### src/rtl/llsc_pkg.sv
`default_nettype none
// ============================================================================
// Module      : llsc_pkg
// Description : Shared definitions for the LL/SC reservation controller.
//               Defines the commit op encoding, the LLBCTL CSR bit layout,
//               the reservation state encoding and the state record.
//               The record is carried between the snoop step and the two
//               slot steps.
// Revision    : 1.0 - initial release
// ============================================================================
package llsc_pkg;

  // Default physical address geometry. The resv_addr field in the state
  // record is sized from these values.
  localparam int LLSC_ADDR_W = 32;
  localparam int LLSC_GRAN_W = 4;
  localparam int LLSC_RESV_W = LLSC_ADDR_W - LLSC_GRAN_W;

  // Commit op encoding. Each slot carries one 3-bit op.
  // The values 5..7 are treated as NONE.
  localparam logic [2:0] OP_NONE  = 3'd0;
  localparam logic [2:0] OP_LL    = 3'd1;
  localparam logic [2:0] OP_SC    = 3'd2;
  localparam logic [2:0] OP_ERTN  = 3'd3;
  localparam logic [2:0] OP_CSRWR = 3'd4;

  // LLBCTL CSR bit positions.
  localparam int LLBCTL_ROLLB = 0;
  localparam int LLBCTL_WCLLB = 1;
  localparam int LLBCTL_KLO   = 2;

  // The LLbit itself is the two-state reservation FSM.
  typedef enum logic {
    ST_IDLE     = 1'b0,
    ST_RESERVED = 1'b1
  } llsc_state_e;

  typedef struct packed {
    llsc_state_e              llbit;
    logic                     klo;
    logic [LLSC_RESV_W-1:0]   resv_addr;
  } llsc_state_t;

endpackage : llsc_pkg
`default_nettype wire

### src/rtl/llsc_slot_step.sv
`default_nettype none
// ============================================================================
// Module      : llsc_slot_step
// Description : Combinational next-state function for one commit slot.
//               It takes the reservation state as seen by this slot and
//               applies the slot's op. It returns the updated state and
//               whether an SC in this slot succeeds.
// Ports       : state_i     - reservation state before this slot
//               valid_i     - slot carries a committing instruction
//               op_i        - 3-bit op code
//               gran_i      - granule address (physical address >> GRAN_W)
//               csr_klo_i   - CSRWR data bit KLO
//               csr_wcllb_i - CSRWR data bit WCLLB
//               state_o     - reservation state after this slot
//               sc_ok_o     - SC in this slot succeeds
// Revision    : 1.0 - initial release
// ============================================================================
module llsc_slot_step
  import llsc_pkg::*;
(
  input  llsc_state_t              state_i,
  input  logic                     valid_i,
  input  logic [2:0]               op_i,
  input  logic [LLSC_RESV_W-1:0]   gran_i,
  input  logic                     csr_klo_i,
  input  logic                     csr_wcllb_i,
  output llsc_state_t              state_o,
  output logic                     sc_ok_o
);

  always_comb begin
    state_o = state_i;
    sc_ok_o = 1'b0;
    if (valid_i) begin
      case (op_i)
        OP_LL: begin
          state_o.llbit     = ST_RESERVED;
          state_o.resv_addr = gran_i;
        end
        OP_SC: begin
          // The reservation is consumed whether or not the SC succeeds.
          sc_ok_o       = (state_i.llbit == ST_RESERVED) &&
                          (gran_i == state_i.resv_addr);
          state_o.llbit = ST_IDLE;
        end
        OP_ERTN: begin
          // KLO protects the LLbit across exactly one exception return.
          if (state_i.klo) begin
            state_o.klo = 1'b0;
          end else begin
            state_o.llbit = ST_IDLE;
          end
        end
        OP_CSRWR: begin
          state_o.klo = csr_klo_i;
          if (csr_wcllb_i) begin
            state_o.llbit = ST_IDLE;
          end
        end
        default: begin
          // NONE and the reserved encodings leave the state untouched.
        end
      endcase
    end
  end

endmodule : llsc_slot_step
`default_nettype wire

### src/rtl/llsc_resv_ctrl.sv
`default_nettype none
// ============================================================================
// Module      : llsc_resv_ctrl
// Description : LL/SC reservation owner for the dual-issue commit stage.
//               On each cycle it applies a line-invalidation snoop and then
//               the two commit slots, in program order. It drives the SC
//               store enables combinationally. It returns the SC results
//               one cycle later for the rd writeback.
// Ports       : clk, rst          - clock, synchronous active-high reset
//               cmt_valid[1:0]    - per-slot commit valid (bit0 = older)
//               cmt_op[5:0]       - {op1, op0}
//               cmt_addr          - {addr1, addr0} physical addresses
//               cmt_wdata[63:0]   - {wdata1, wdata0} CSRWR data
//               inval_valid/addr  - invalidation / eviction snoop
//               sc_store_en[1:0]  - SC may write memory (same cycle)
//               sc_result_valid   - registered SC completion, per slot
//               sc_result         - registered SC success, per slot
//               llbit             - current LLbit
//               llbctl_rdata      - LLBCTL CSR read value
// Revision    : 1.0 - initial release
// ============================================================================
module llsc_resv_ctrl
  import llsc_pkg::*;
#(
  parameter int ADDR_W = LLSC_ADDR_W,
  parameter int GRAN_W = LLSC_GRAN_W
) (
  input  logic                  clk,
  input  logic                  rst,
  input  logic [1:0]            cmt_valid,
  input  logic [5:0]            cmt_op,
  input  logic [2*ADDR_W-1:0]   cmt_addr,
  input  logic [63:0]           cmt_wdata,
  input  logic                  inval_valid,
  input  logic [ADDR_W-1:0]     inval_addr,
  output logic [1:0]            sc_store_en,
  output logic [1:0]            sc_result_valid,
  output logic [1:0]            sc_result,
  output logic                  llbit,
  output logic [31:0]           llbctl_rdata
);

  llsc_state_t state_q;
  llsc_state_t state_d;
  llsc_state_t snoop_state;
  llsc_state_t slot0_state;

  logic [1:0]  sc_ok;
  logic [1:0]  sc_commit;
  logic [1:0]  sc_result_valid_q;
  logic [1:0]  sc_result_q;

  logic [2:0]  op0;
  logic [2:0]  op1;
  logic [ADDR_W-GRAN_W-1:0] gran0;
  logic [ADDR_W-GRAN_W-1:0] gran1;
  logic [ADDR_W-GRAN_W-1:0] inval_gran;

  // Only the granule bits of the addresses matter here. Of each CSR data
  // word, only the KLO and WCLLB bits matter. ROLLB is read-only.
  logic unused_inputs;
  assign unused_inputs = ^{cmt_addr[ADDR_W+GRAN_W-1:ADDR_W],
                           cmt_addr[GRAN_W-1:0],
                           inval_addr[GRAN_W-1:0],
                           cmt_wdata[63:35], cmt_wdata[32+LLBCTL_ROLLB],
                           cmt_wdata[31:3],  cmt_wdata[LLBCTL_ROLLB]};

  assign op0        = cmt_op[2:0];
  assign op1        = cmt_op[5:3];
  assign gran0      = cmt_addr[ADDR_W-1:GRAN_W];
  assign gran1      = cmt_addr[2*ADDR_W-1:ADDR_W+GRAN_W];
  assign inval_gran = inval_addr[ADDR_W-1:GRAN_W];

  // The snoop is applied first. This lets a same-cycle LL to the snooped
  // granule re-establish the reservation.
  always_comb begin
    snoop_state = state_q;
    if (inval_valid && (state_q.llbit == ST_RESERVED) &&
        (inval_gran == state_q.resv_addr)) begin
      snoop_state.llbit = ST_IDLE;
    end
  end

  llsc_slot_step u_slot0 (
    .state_i     (snoop_state),
    .valid_i     (cmt_valid[0]),
    .op_i        (op0),
    .gran_i      (gran0),
    .csr_klo_i   (cmt_wdata[LLBCTL_KLO]),
    .csr_wcllb_i (cmt_wdata[LLBCTL_WCLLB]),
    .state_o     (slot0_state),
    .sc_ok_o     (sc_ok[0])
  );

  // Slot 1 is younger, so it sees everything slot 0 did this cycle.
  llsc_slot_step u_slot1 (
    .state_i     (slot0_state),
    .valid_i     (cmt_valid[1]),
    .op_i        (op1),
    .gran_i      (gran1),
    .csr_klo_i   (cmt_wdata[32+LLBCTL_KLO]),
    .csr_wcllb_i (cmt_wdata[32+LLBCTL_WCLLB]),
    .state_o     (state_d),
    .sc_ok_o     (sc_ok[1])
  );

  assign sc_commit[0] = cmt_valid[0] && (op0 == OP_SC);
  assign sc_commit[1] = cmt_valid[1] && (op1 == OP_SC);

  // sc_ok is only ever raised for a valid SC, but gating it here keeps the
  // store-enable meaning self-evident.
  assign sc_store_en = sc_commit & sc_ok;

  always_ff @(posedge clk) begin
    if (rst) begin
      state_q           <= '0;
      sc_result_valid_q <= 2'b00;
      sc_result_q       <= 2'b00;
    end else begin
      state_q           <= state_d;
      sc_result_valid_q <= sc_commit;
      sc_result_q       <= sc_ok;
    end
  end

  assign sc_result_valid = sc_result_valid_q;
  assign sc_result       = sc_result_q;
  assign llbit           = (state_q.llbit == ST_RESERVED);
  assign llbctl_rdata    = {29'b0, state_q.klo, 1'b0, llbit};

endmodule : llsc_resv_ctrl
`default_nettype wire

### config.mk
export PLATFORM = sky130hd
export DESIGN_NAME = llsc_resv_ctrl
export DESIGN_NICKNAME = d
export VERILOG_FILES = /design/src/rtl/llsc_pkg.sv /design/src/rtl/llsc_slot_step.sv /design/src/rtl/llsc_resv_ctrl.sv
export SDC_FILE = /design/constraint.sdc
export NUM_CORES = 1
export LEC_CHECK = 0
export BUFFER_PORTS_ARGS = -buffer_cell sky130_fd_sc_hd__buf_2
export CORE_ASPECT_RATIO = 1.4
export CORE_UTILIZATION = 43
export DETAILED_ROUTE_END_ITERATION = 10
export GPL_ROUTABILITY_DRIVEN = 0
export PLACE_DENSITY = 0.8
export SETUP_SLACK_MARGIN = 0.5
export SYNTH_ARGS = -nofsm -noshare
export SYNTH_HDL_FRONTEND = slang
export SYNTH_SLANG_ARGS = --single-unit
### constraint.sdc
create_clock -name clk -period 4.05 [get_ports clk]
set_input_delay 0.81 -clock clk [delete_from_list [all_inputs] [get_ports clk]]
set_output_delay 0.81 -clock clk [all_outputs]
set_load 0.05 [all_outputs]
==> impl_metrics.sql <==
INSERT INTO impl_metrics (metric_group, metric, value, unit) VALUES
('timing', 'max_freq', '0.2747', 'GHz'),
('layout', 'filler_cells_inserted', '656', ''),
('clocking', 'maximum_clock_insertion_buffer_count', '2', ''),
('timing', 'finalCritPeriodShare', '89.87', '%'),
('timing', 'rsz0062_at_grt', 'yes', ''),
('pwr', 'p_leak', '1.775', 'nW'),
('detailed_routing', 'via_count', '3308', ''),
('grt', 'grtUsageTotal', '26.35', '%'),
('grt', 'first_global_vias', '3007', ''),
('layout', 'fin_nets', '677', ''),
('clocking', 'cts_htree_levels', '2', ''),
('detailed_routing', 'drc', '0', ''),
('setup_path', 'timing.critical_path.required', '3.24', 'ns'),
('pwr', 'irDropWorstVdd', '0.1431', 'mV'),
('pwr', 'power_per_cell_area', '253.1', 'mW/mm2'),
('clocking', 'cts_sinks', '34', ''),
('grt', 'grt.overflow.total', '0', ''),
('synth', 'asyncSetResetFlopFracSynth', '0', '%'),
('detailed_routing', 'routed_wire_length_per_instance', '16.50', 'um'),
('setup_path', 'peak_per_stage_delay_on_the_critical_path', '0.54', 'ns'),
('floorplan', 'top_level_ports', '210', ''),
('placement', 'post-dp-hpwl', '7.203', 'mm'),
('clocking', 'clk_root_buffer_cell', 'clkbuf_8', ''),
('detailed_routing', 'totalWireLength', '9.934', 'mm'),
('floorplan', 'row_count', '36', ''),
('detailed_routing', 'drt-initial-drc-count', '177', ''),
('setup_path', 'timing.critical_path.to_type', 'output port', ''),
('floorplan', 'floorplan.die_area', '0.007496', 'mm2'),
('grt', 'use_met3', '5.128', '%'),
('grt', 'busiest_layer', 'met2', ''),
('grt', 'antenna_found_initial', '0', ''),
('setup_path', 'timing.critical_path.arrival', '2.83', 'ns'),
('synth', 'dominantRegCellSynth', 'dfxtp_1', ''),
('synth', 'synth_area_per_cell', '7.842', 'um2'),
('clocking', 'clock_tree_from_tritoncts', 'built', ''),
('setup_path', 'critical_path.startpoint', 'cmt_valid[0]', ''),
('timing', 'slew_headroom', '27.21', '%'),
('timing', 'tightest_slew', '1.092', 'ns'),
('timing', 'timing.clock.skew', '0.003161', 'ns'),
('layout', 'fin_area', '0.003983', 'mm2'),
('floorplan', 'die_y', '102.0', 'um'),
('timing', 'post-route-min-period', '3.640', 'ns'),
('placement', 'buffer_ports.inserted', '107', ''),
('detailed_routing', 'detail_route.first_pass.iterations', '7', ''),
('clocking', 'clk_pin_slew', '0.07', 'ns'),
('synth', 'ys_ff_latch', '34', ''),
('timing', 'hold_ws', '0.5594', 'ns'),
('synth', 'synth_edf_count', '0', ''),
('run', 'max-cap-violations', '0', ''),
('synth', 'syn_area', '0.003074', 'mm2'),
('layout', 'num_antenna_cells', '0', ''),
('floorplan', 'design.core.area', '0.006937', 'mm2'),
('placement', 'placedInstanceArea', '0.003586', 'mm2'),
('setup_path', 'r2r-start', 'snoop_state[16]', ''),
('timing', 'timing.final.setup_violations', '0', ''),
('setup_path', 'startpoint_class', 'primary input', ''),
('hold_path', 'worst_hold_path_type', 'reg2reg', ''),
('grt', 'wire_length_of_the_first_global_routing_pass', '14.77', 'mm'),
('grt', 'global_route.usage.met2', '44.60', '%'),
('layout', 'areaGrowthSynthToFinish', '29.55', '%'),
('synth', 'number_of_warnings_issued_by_yosys', '0', ''),
('detailed_routing', 'route.antenna.remaining_nets', '0', ''),
('synth', 'ys_seq_area_share', '22.14', '%'),
('setup_path', 'cpMaxStageDelayCell', 'or4_4', ''),
('outcome', 'outcome', 'finished clean', ''),
('setup_path', 'critPathKind', 'in2out', ''),
('synth', 'post_synth_num_cell_types', '51', ''),
('setup_path', 'critical_path.max_fanout', '6', ''),
('timing', 'hold_viol_final', '0', ''),
('layout', 'post_route_cells_drive_above_1_share', '30.57', '%'),
('clocking', 'worstSkewPairLatency', '0.30', 'ns'),
('setup_path', 'timing.critical_path.cells', 'buf_4 > and4bb_4 > or4_4 > a211o_1 > or3_4 > nor4_4 > buf_6', ''),
('grt', 'globalRouteMet1Util', '31.28', '%'),
('clocking', 'cts_buffers', '5', ''),
('floorplan', 'initial_utilization', '44.32', '%'),
('synth', 'postSynthCellCount', '392', ''),
('hold_path', 'min_from', 'snoop_state[18]', ''),
('timing', 'finalMaxSlewViolations', '0', ''),
('detailed_routing', 'drt-vias-per-instance', '5.495', ''),
('timing', 'totalNegativeSetupSlack', '0', 'ns'),
('timing', 'worst_slack', '0.4103', 'ns'),
('pwr', 'total_power', '1.008', 'mW'),
('grt', 'grt_start_max_net_pins', '58', ''),
('floorplan', 'die_width', '73.46', 'um'),
('placement', 'pre_cts_ws', '0.05498', 'ns');
## path summary, 6_finish.rpt
| path | slack, ns | endpoint | cells past startpoint |
|---|---|---|---|
| min | 0.56 | snoop_state[18] | 2 |
| max | 0.41 | sc_store_en[1] | 7 |
| min reg2reg | 0.56 | snoop_state[18] | 2 |
| max reg2reg | 1.71 | sc_result[1] | 7 |
## layout by cell type (no fill, tap or decap), drive strengths merged, types with 3 or more instances in the layout
cell type,Yosys,routed
a211oi,13,13
a21oi,4,4
a311oi,17,17
a32oi,3,3
buf,36,126
clkbuf,13,8
conb,1,30
dfxtp,34,34
inv,23,23
mux2i,12,12
nand2,36,36
nand2b,4,4
nand3,4,4
nand4,7,7
nor2,36,36
nor2b,5,5
nor3,6,6
nor3b,3,3
nor4,11,11
o2111ai,4,4
o21ai,4,4
o22ai,6,6
or3,3,3
xnor2,28,28
xor2,50,50
## sequential cells by signal (all words and copies together) (netlist names)
name             flops
sc_result            2
llbctl_rdata         1
llbit                1
sc_result_valid      2
snoop_state         28
## where the power goes
group          switching (mW)  internal [mW]  leakage [nW]
sequential             0.0235          0.350         0.277
combinational           0.205          0.125          1.44
clock                   0.133          0.172        0.0575
total                   0.361          0.647          1.77
## per-stage QoR
step / cells / utilization (%)
floorplan: 421 / -
global placement: 578 / 51.70
detailed placement: 578 / 51.70
CTS: 595 / 55.43
global route: 602 / 57.41
finish: 602 / 57.41
## routing by layer
layer	up-vias	routed length, um
li1	1550	-
met1	1537	3823
met2	193	4823
met3	28	902
met4	0	384
met5	-	0
## cell families (layout without fill, tap and decap cells)
family                 count (synthesis)  after routing  synth area share, %
flip-flops                            34             34                22.14
XOR/XNOR                              78             78                22.22
multiplexers                          12             12                3.907
AO/OA/AOI/OAI                         69             69                17.70
AND/OR/NAND/NOR                      126            126                20.92
other                                  1             30               0.1220
buffers and inverters                 72            158                12.98
## layout make-up
type | instances | area (um2) | share of cell area, %
Timing Repair Buffer | 127 | 754.5 | 18.94
Tap cell | 95 | 118.9 | 2.985
Multi-Input combinational cell | 315 | 2232 | 56.05
Inverter | 23 | 86.33 | 2.168
Clock buffer | 8 | 110.1 | 2.765
Sequential cell | 34 | 680.7 | 17.09
## critical path: cells and delay by family
family / cells / cell delay (ns)
AOI/OAI and AO/OA: 1 / 0.30
buffers and inverters: 2 / 0.34
and+or+nand+nor: 4 / 1.37
## Yosys cell counts, types with 3 or more instances
cell type | count | area (um2)
xor2_1 | 50 | 437.9
nand2_1 | 36 | 135.1
nor2_1 | 36 | 135.1
dfxtp_1 | 34 | 680.7
buf_4 | 32 | 240.2
xnor2_1 | 28 | 245.2
inv_1 | 23 | 86.33
a311oi_1 | 17 | 148.9
a211oi_1 | 13 | 97.59
clkbuf_1 | 13 | 48.80
mux2i_1 | 12 | 120.1
nor4_1 | 10 | 62.56
nand4_1 | 7 | 43.79
nor3_1 | 6 | 30.03
o22ai_1 | 6 | 37.54
nor2b_1 | 5 | 31.28
a21oi_1 | 4 | 20.02
nand2b_1 | 4 | 25.02
nand3_1 | 4 | 20.02
o2111ai_1 | 4 | 35.03
o21ai_0 | 4 | 20.02
a32oi_1 | 3 | 26.28
nor3b_1 | 3 | 22.52
## timing repair
| item | 4_1_cts | 5_1_grt |
|---|---|---|
| buffers inserted | 8 | 7 |
| resized for setup | 13 | 18 |
| gates cloned | 1 | 0 |
| endpoints found under the hold margin | 0 | 0 |
| hold buffers | 0 | 0 |
| endpoints found under the setup margin | 1 | 1 |
| pin swaps | 5 | 9 |
Note: power is estimated with default switching activity, not from simulation.
